### src/rtl/segment_pkg.sv
// rtl/segment_pkg.sv - shared types and constants for the segment register bank
// Contents: seg_t segment encodings, inhibit_state_t FSM states, CS reset constant.
package segment_pkg;

  typedef enum logic [1:0] {
    ES = 2'd0,
    CS = 2'd1,
    SS = 2'd2,
    DS = 2'd3
  } seg_t;

  typedef enum logic [1:0] {
    IDLE   = 2'd0,
    ARMED  = 2'd1,
    SHADOW = 2'd2
  } inhibit_state_t;

  localparam logic [15:0] CS_RESET_DEFAULT = 16'hFFFF;

endpackage

### src/rtl/segment_register_bank_if.sv
// rtl/segment_register_bank_if.sv - sequencer-facing signal bundle of the segment register bank
// master: drives rd_sel, wr_en/wr_sel/wr_val, override_set/override_sel, default_sel, instr_done
//         and observes rd_val, cs, eff_sel, int_inhibit.
// slave:  the register bank, with the opposite directions.
interface segment_register_bank_if #(
  parameter int WIDTH        = 16,
  parameter int NUM_SEGS     = 4,
  parameter int NUM_RD_PORTS = 2
);
  localparam int SEL_W = $clog2(NUM_SEGS);

  logic [NUM_RD_PORTS-1:0][SEL_W-1:0] rd_sel;
  logic [NUM_RD_PORTS-1:0][WIDTH-1:0] rd_val;
  logic                               wr_en;
  logic [SEL_W-1:0]                   wr_sel;
  logic [WIDTH-1:0]                   wr_val;
  logic [WIDTH-1:0]                   cs;
  logic                               override_set;
  logic [SEL_W-1:0]                   override_sel;
  logic [SEL_W-1:0]                   default_sel;
  logic [SEL_W-1:0]                   eff_sel;
  logic                               instr_done;
  logic                               int_inhibit;

  modport master (
    output rd_sel, wr_en, wr_sel, wr_val, override_set, override_sel, default_sel, instr_done,
    input  rd_val, cs, eff_sel, int_inhibit
  );

  modport slave (
    input  rd_sel, wr_en, wr_sel, wr_val, override_set, override_sel, default_sel, instr_done,
    output rd_val, cs, eff_sel, int_inhibit
  );
endinterface

### src/rtl/segment_inhibit_fsm.sv
// rtl/segment_inhibit_fsm.sv - interrupt-inhibit shadow after an SS write
// Ports: clk, reset (sync, active-high), ss_wr (SS written this cycle),
//        instr_done (last cycle of an instruction), int_inhibit (registered state decode).
module segment_inhibit_fsm
  import segment_pkg::*;
(
  input  logic clk,
  input  logic reset,
  input  logic ss_wr,
  input  logic instr_done,
  output logic int_inhibit
);

  inhibit_state_t state, state_next;

  always_ff @(posedge clk) begin
    if (reset) begin
      state <= IDLE;
    end else begin
      state <= state_next;
    end
  end

  // ARMED: the SS-writing instruction is still executing.
  // SHADOW: the instruction after it is executing; a fresh SS write there
  // restarts the shadow so back-to-back SS loads stay protected.
  always_comb begin
    state_next = state;
    case (state)
      IDLE: begin
        if (ss_wr) state_next = instr_done ? SHADOW : ARMED;
      end
      ARMED: begin
        if (instr_done) state_next = SHADOW;
      end
      SHADOW: begin
        if (ss_wr)           state_next = instr_done ? SHADOW : ARMED;
        else if (instr_done) state_next = IDLE;
      end
      default: state_next = IDLE;
    endcase
  end

  assign int_inhibit = (state != IDLE);

endmodule

### src/rtl/segment_register_bank.sv
// rtl/segment_register_bank.sv - segment register file with bypassed read ports, override latch and inhibit FSM
// Ports: clk, reset (sync, active-high), bus (slave modport): registered read ports rd_sel/rd_val,
//        write port wr_en/wr_sel/wr_val, cs, override prefix latch override_set/override_sel/default_sel
//        -> eff_sel, instr_done, int_inhibit.
module segment_register_bank
  import segment_pkg::*;
#(
  parameter int               WIDTH        = 16,
  parameter int               NUM_SEGS     = 4,
  parameter int               NUM_RD_PORTS = 2,
  parameter logic [WIDTH-1:0] CS_RESET     = WIDTH'(CS_RESET_DEFAULT)
) (
  input logic                    clk,
  input logic                    reset,
  segment_register_bank_if.slave bus
);

  localparam int SEL_W = $clog2(NUM_SEGS);

  logic [WIDTH-1:0]                   regs [NUM_SEGS];
  logic [NUM_RD_PORTS-1:0][WIDTH-1:0] rd_q;
  logic                               ovr_valid;
  logic [SEL_W-1:0]                   ovr_sel;
  logic                               ss_wr;

  always_ff @(posedge clk) begin
    if (reset) begin
      for (int i = 0; i < NUM_SEGS; i++) begin
        regs[i] <= (i == int'(CS)) ? CS_RESET : '0;
      end
    end else if (bus.wr_en) begin
      regs[bus.wr_sel] <= bus.wr_val;
    end
  end

  // Each port bypasses the same-cycle write independently of the others.
  always_ff @(posedge clk) begin
    for (int p = 0; p < NUM_RD_PORTS; p++) begin
      if (reset) begin
        rd_q[p] <= '0;
      end else if (bus.wr_en && (bus.wr_sel == bus.rd_sel[p])) begin
        rd_q[p] <= bus.wr_val;
      end else begin
        rd_q[p] <= regs[bus.rd_sel[p]];
      end
    end
  end

  // A prefix seen together with instr_done belongs to the next instruction,
  // so the set takes priority over the clear.
  always_ff @(posedge clk) begin
    if (reset) begin
      ovr_valid <= 1'b0;
      ovr_sel   <= '0;
    end else if (bus.override_set) begin
      ovr_valid <= 1'b1;
      ovr_sel   <= bus.override_sel;
    end else if (bus.instr_done) begin
      ovr_valid <= 1'b0;
    end
  end

  assign ss_wr       = bus.wr_en && (bus.wr_sel == SEL_W'(SS));
  assign bus.rd_val  = rd_q;
  assign bus.cs      = regs[SEL_W'(CS)];
  assign bus.eff_sel = ovr_valid ? ovr_sel : bus.default_sel;

  segment_inhibit_fsm u_inhibit_fsm (
    .clk         (clk),
    .reset       (reset),
    .ss_wr       (ss_wr),
    .instr_done  (bus.instr_done),
    .int_inhibit (bus.int_inhibit)
  );

endmodule

### src/flat_wrapper.sv
// flat-port wrapper written by rule: the top's interface ports become plain ports
module segment_register_bank_flat import segment_pkg::*;
#(
  parameter int               WIDTH        = 16,
  parameter int               NUM_SEGS     = 4,
  parameter int               NUM_RD_PORTS = 2,
  parameter logic [WIDTH-1:0] CS_RESET     = WIDTH'(CS_RESET_DEFAULT)
)
  (clk, reset, bus_rd_sel, bus_wr_en, bus_wr_sel, bus_wr_val, bus_override_set, bus_override_sel, bus_default_sel, bus_instr_done, bus_rd_val, bus_cs, bus_eff_sel, bus_int_inhibit);
  segment_register_bank_if #(.WIDTH(WIDTH), .NUM_SEGS(NUM_SEGS), .NUM_RD_PORTS(NUM_RD_PORTS)) bus_i ();
  input logic clk;
  input logic reset;
  input wire logic [$bits(bus_i.rd_sel)-1:0] bus_rd_sel;
  input wire logic [$bits(bus_i.wr_en)-1:0] bus_wr_en;
  input wire logic [$bits(bus_i.wr_sel)-1:0] bus_wr_sel;
  input wire logic [$bits(bus_i.wr_val)-1:0] bus_wr_val;
  input wire logic [$bits(bus_i.override_set)-1:0] bus_override_set;
  input wire logic [$bits(bus_i.override_sel)-1:0] bus_override_sel;
  input wire logic [$bits(bus_i.default_sel)-1:0] bus_default_sel;
  input wire logic [$bits(bus_i.instr_done)-1:0] bus_instr_done;
  output wire logic [$bits(bus_i.rd_val)-1:0] bus_rd_val;
  output wire logic [$bits(bus_i.cs)-1:0] bus_cs;
  output wire logic [$bits(bus_i.eff_sel)-1:0] bus_eff_sel;
  output wire logic [$bits(bus_i.int_inhibit)-1:0] bus_int_inhibit;
  assign bus_i.rd_sel = bus_rd_sel;
  assign bus_i.wr_en = bus_wr_en;
  assign bus_i.wr_sel = bus_wr_sel;
  assign bus_i.wr_val = bus_wr_val;
  assign bus_i.override_set = bus_override_set;
  assign bus_i.override_sel = bus_override_sel;
  assign bus_i.default_sel = bus_default_sel;
  assign bus_i.instr_done = bus_instr_done;
  assign bus_rd_val = bus_i.rd_val;
  assign bus_cs = bus_i.cs;
  assign bus_eff_sel = bus_i.eff_sel;
  assign bus_int_inhibit = bus_i.int_inhibit;
  segment_register_bank #(.WIDTH(WIDTH), .NUM_SEGS(NUM_SEGS), .NUM_RD_PORTS(NUM_RD_PORTS), .CS_RESET(CS_RESET)) u_core (.clk(clk), .reset(reset), .bus(bus_i));
endmodule
### config.mk
export PLATFORM = sky130hd
export DESIGN_NAME = segment_register_bank_flat
export DESIGN_NICKNAME = d
export VERILOG_FILES = /design/src/rtl/segment_pkg.sv /design/src/rtl/segment_register_bank_if.sv /design/src/rtl/segment_inhibit_fsm.sv /design/src/rtl/segment_register_bank.sv /design/src/flat_wrapper.sv
export SDC_FILE = /design/constraint.sdc
export NUM_CORES = 1
export LEC_CHECK = 0
export ABC_AREA = 1
export CAP_MARGIN = 20
export CORE_MARGIN = 2
export CORE_UTILIZATION = 45
export DETAILED_ROUTE_END_ITERATION = 12
export MAX_ROUTING_LAYER = met4
export PLACE_DENSITY = 0.75
export SLEW_MARGIN = 20
export SYNTH_ARGS = -nofsm -noshare
export SYNTH_HDL_FRONTEND = slang
export SYNTH_SLANG_ARGS = --single-unit
export TNS_END_PERCENT = 10
### constraint.sdc
create_clock -name clk -period 2.85 [get_ports clk]
set_input_delay 0.285 -clock clk [delete_from_list [all_inputs] [get_ports clk]]
set_output_delay 0.285 -clock clk [all_outputs]
set_load 0.01 [all_outputs]
==> flow_metrics.env <==
export IMPL_grt_max_degree=40
export IMPL_fin_crit_sh_pct=65.2
export IMPL_insertion_delay_ns=0.37
export IMPL_postCtsHoldBufs=0
export IMPL_min_path_type="in -> reg"
export IMPL_clkTransAtPathRegs_ns=0.10
export IMPL_p_per_area_nw_per_um2=528
export IMPL_crit_path_end_kind="output port"
export IMPL_cp_start_kind="register"
export IMPL_syn_area_um2=4950
export IMPL_setup_viol=0
export IMPL_drv_cap=0
export IMPL_fin_area_um2=6040
export IMPL_ys_async_sr_fraction_pct=0
export IMPL_clock_root_buffer="clkbuf_8"
export IMPL_place_area_um2=5870
export IMPL_grt_use_total_pct=23.7
export IMPL_grt_pass1_wl_um=21100
export IMPL_tightest_slew_ns=0.558
export IMPL_syn_inst=602
export IMPL_cts_tree="yes"
export IMPL_synth_edf_count=64
export IMPL_syn_to_final_growth_pct=22.1
export IMPL_port_buffers=81
export IMPL_vias_per_cell=5.43
export IMPL_path_delay_family="buffers and inverters"
export IMPL_hold_viol_final=0
export IMPL_synth_nets=633
export IMPL_slew_violations=0
export IMPL_drtIter0Drc=357
export IMPL_num_io_pins=82
export IMPL_crit_arrival_ns=1.57
export IMPL_fin_skew_ns=0.0133
export IMPL_worst_path_max_fanout=3
export IMPL_cts_buffer_depth=2
export IMPL_layout_nets=706
export IMPL_antenna_found_initial=0
export IMPL_core_area_um2=10800
export IMPL_rsz0062_at_grt="false"
export IMPL_drc=0
export IMPL_antenna_cells=0
export IMPL_postSynthAreaPerCell_um2=8.22
export IMPL_crit_buf_inv=1
export IMPL_numCtsBuffers=9
export IMPL_ys_warn_count=0
export IMPL_ctsResizeCount=0
export IMPL_fmax_mhz=538
export IMPL_drt_wl_total_um=13000
export IMPL_grt_overflow=0
export IMPL_synth_cell_types=23
export IMPL_slowest_delay_ns=0.48
export IMPL_cellLeakagePower_uw=0.00253
export IMPL_grt_pass1_vias=4546
export IMPL_placementRows=38
export IMPL_globalplace_congestion=0.954
export IMPL_crit_chain="mux2_2 > clkdlybuf4s50_1"
export IMPL_die_h_um=109
export IMPL_htree_num_levels=3
export IMPL_drt_first_pass_iters=5
export IMPL_wire_per_inst_um=15.9
export IMPL_vias=4450
export IMPL_dieArea_um2=11900
export IMPL_timing_setup_tns_ns=0
export IMPL_dpl_cell_count=804
export IMPL_criticalPathCategory="reg -> out"
export IMPL_status="completed"
export IMPL_fin_cells=820
export IMPL_drive_gt1_share_pct=8.68
export IMPL_ys_flop_type="edfxtp_1"
export IMPL_required_ns=2.57
export IMPL_die_w_um=109
export IMPL_cts_sinks=101
export IMPL_synth_seq_area_share_pct=53.8
export IMPL_critical_path_slowest_cell="clkdlybuf4s50_1"
export IMPL_finalWorstPathRequiredPeriod_ns=1.86
export IMPL_slew_headroom_pct=62.7
export IMPL_fillers=983
export IMPL_synth_seq_cells=101
export IMPL_start_util_pct=45.9
export IMPL_post_cts_buffers=0
export IMPL_dp_hpwl_um=9360
export IMPL_max_vdd_ir_drop_v=0.000236
export IMPL_postRouteAntennaNets=0
==> path summary, 6_finish.rpt <==
check                              startpoint                                          to  slack (ns)  depth (start not counted)
max             u_core.ovr_valid$_SDFFE_PP0P_                              bus_eff_sel[0]        0.99                          2
min                            bus_instr_done  u_core.u_inhibit_fsm.state[1]$_SDFFE_PP0P_        0.50                          2
max reg2reg  u_core.regs[1][12]$_SDFFCE_PN1P_            u_core.bus.rd_val[28]$_SDFF_PP0_        1.68                          6
min reg2reg     u_core.ovr_valid$_SDFFE_PP0P_               u_core.ovr_valid$_SDFFE_PP0P_        0.50                          2
==> cells in the final DEF (no fill, tap or decap), types with 2 or more instances in the layout <==
cell type,count
nor2_1,132
o21ai_0,85
nand2_1,81
clkdlybuf4s50_1,81
edfxtp_1,64
inv_1,58
dfxtp_1,37
a21oi_1,35
nand3_1,28
o21ai_1,14
buf_4,13
nand3_2,10
clkbuf_8,9
inv_2,6
nor2_4,4
nor2_2,4
nand2_2,3
mux2_2,2
clkinv_1,2
nand4_1,2
clkinvlp_4,2
clkbuf_1,2
clkinv_4,2
==> registers in the layout, indices dropped and copies added (netlist names) <==
| name | cells |
|---|---|
| u_core.bus.rd_val | 32 |
| u_core.u_inhibit_fsm.state | 2 |
| u_core.ovr_valid | 1 |
| u_core.regs | 64 |
| u_core.ovr_sel | 2 |
==> kinds of logic (layout without fill, tap and decap cells) <==
kind of cell / count (synthesis) / in the layout / share of synthesized area (%)
AOI/OAI and AO/OA: 134 / 134 / 13.5
buffers and inverters: 99 / 177 / 8.64
DFF: 101 / 101 / 53.8
muxes: 2 / 2 / 0.455
and+or+nand+nor: 266 / 266 / 23.6
==> layout make-up <==
class	count	area, um2	share of cell area (%)
clock inverter	5	37.5	0.621
multi-input combinational	402	1860	30.8
inverter	66	248	4.10
tap	140	175	2.90
clock buffer	11	131	2.17
sequential	101	2660	44.1
timing repair buffer	95	928	15.4
==> per-stage QoR <==
| stage | total power [uW] | setup slack (ns) | util, % | hold slack (ns) |
|---|---|---|---|---|
| global placement | 2380 | 0.785 | 54.4 | 0.481 |
| floorplan | 2110 | 0.749 | - | 0.354 |
| finish | 3190 | 0.991 | 56.0 | 0.500 |
| global route | 3340 | 0.907 | 56.0 | 0.505 |
| CTS | 3200 | 0.971 | 56.0 | 0.492 |
| detailed placement | 2400 | 0.713 | 54.4 | 0.487 |
==> per-layer routing <==
metal	part of all wire [%]	global-route usage, %	vias up
met2	51	41.7	184
met5	0	-	-
met1	39	26.3	2116
met4	4.5	12.5	0
li1	-	-	2104
met3	5.5	2.81	46
==> where the power goes <==
part / total [uW] / internal (uW) / switching [uW]
Sequential: 1740 / 1680 / 52.4
Combinational: 630 / 267 / 363
Clock: 822 / 320 / 503
==> cells in the mapped netlist (3+ instances only) <==
| cell | number | area (um2) |
|---|---|---|
| nand3_1 | 28 | 140 |
| clkbuf_1 | 15 | 56.3 |
| nor2_4 | 4 | 45.0 |
| nand2_1 | 81 | 304 |
| edfxtp_1 | 64 | 1920 |
| a21oi_1 | 35 | 175 |
| dfxtp_1 | 37 | 741 |
| nor2_2 | 4 | 25.0 |
| nand2_2 | 3 | 18.8 |
| buf_6 | 6 | 67.6 |
| o21ai_1 | 13 | 65.1 |
| nor2_1 | 132 | 495 |
| nand3_2 | 10 | 100 |
| buf_2 | 9 | 45.0 |
| inv_2 | 6 | 22.5 |
| inv_1 | 58 | 218 |
| buf_1 | 3 | 11.3 |
| o21ai_0 | 86 | 430 |
Power figures use the tool's default switching activity.
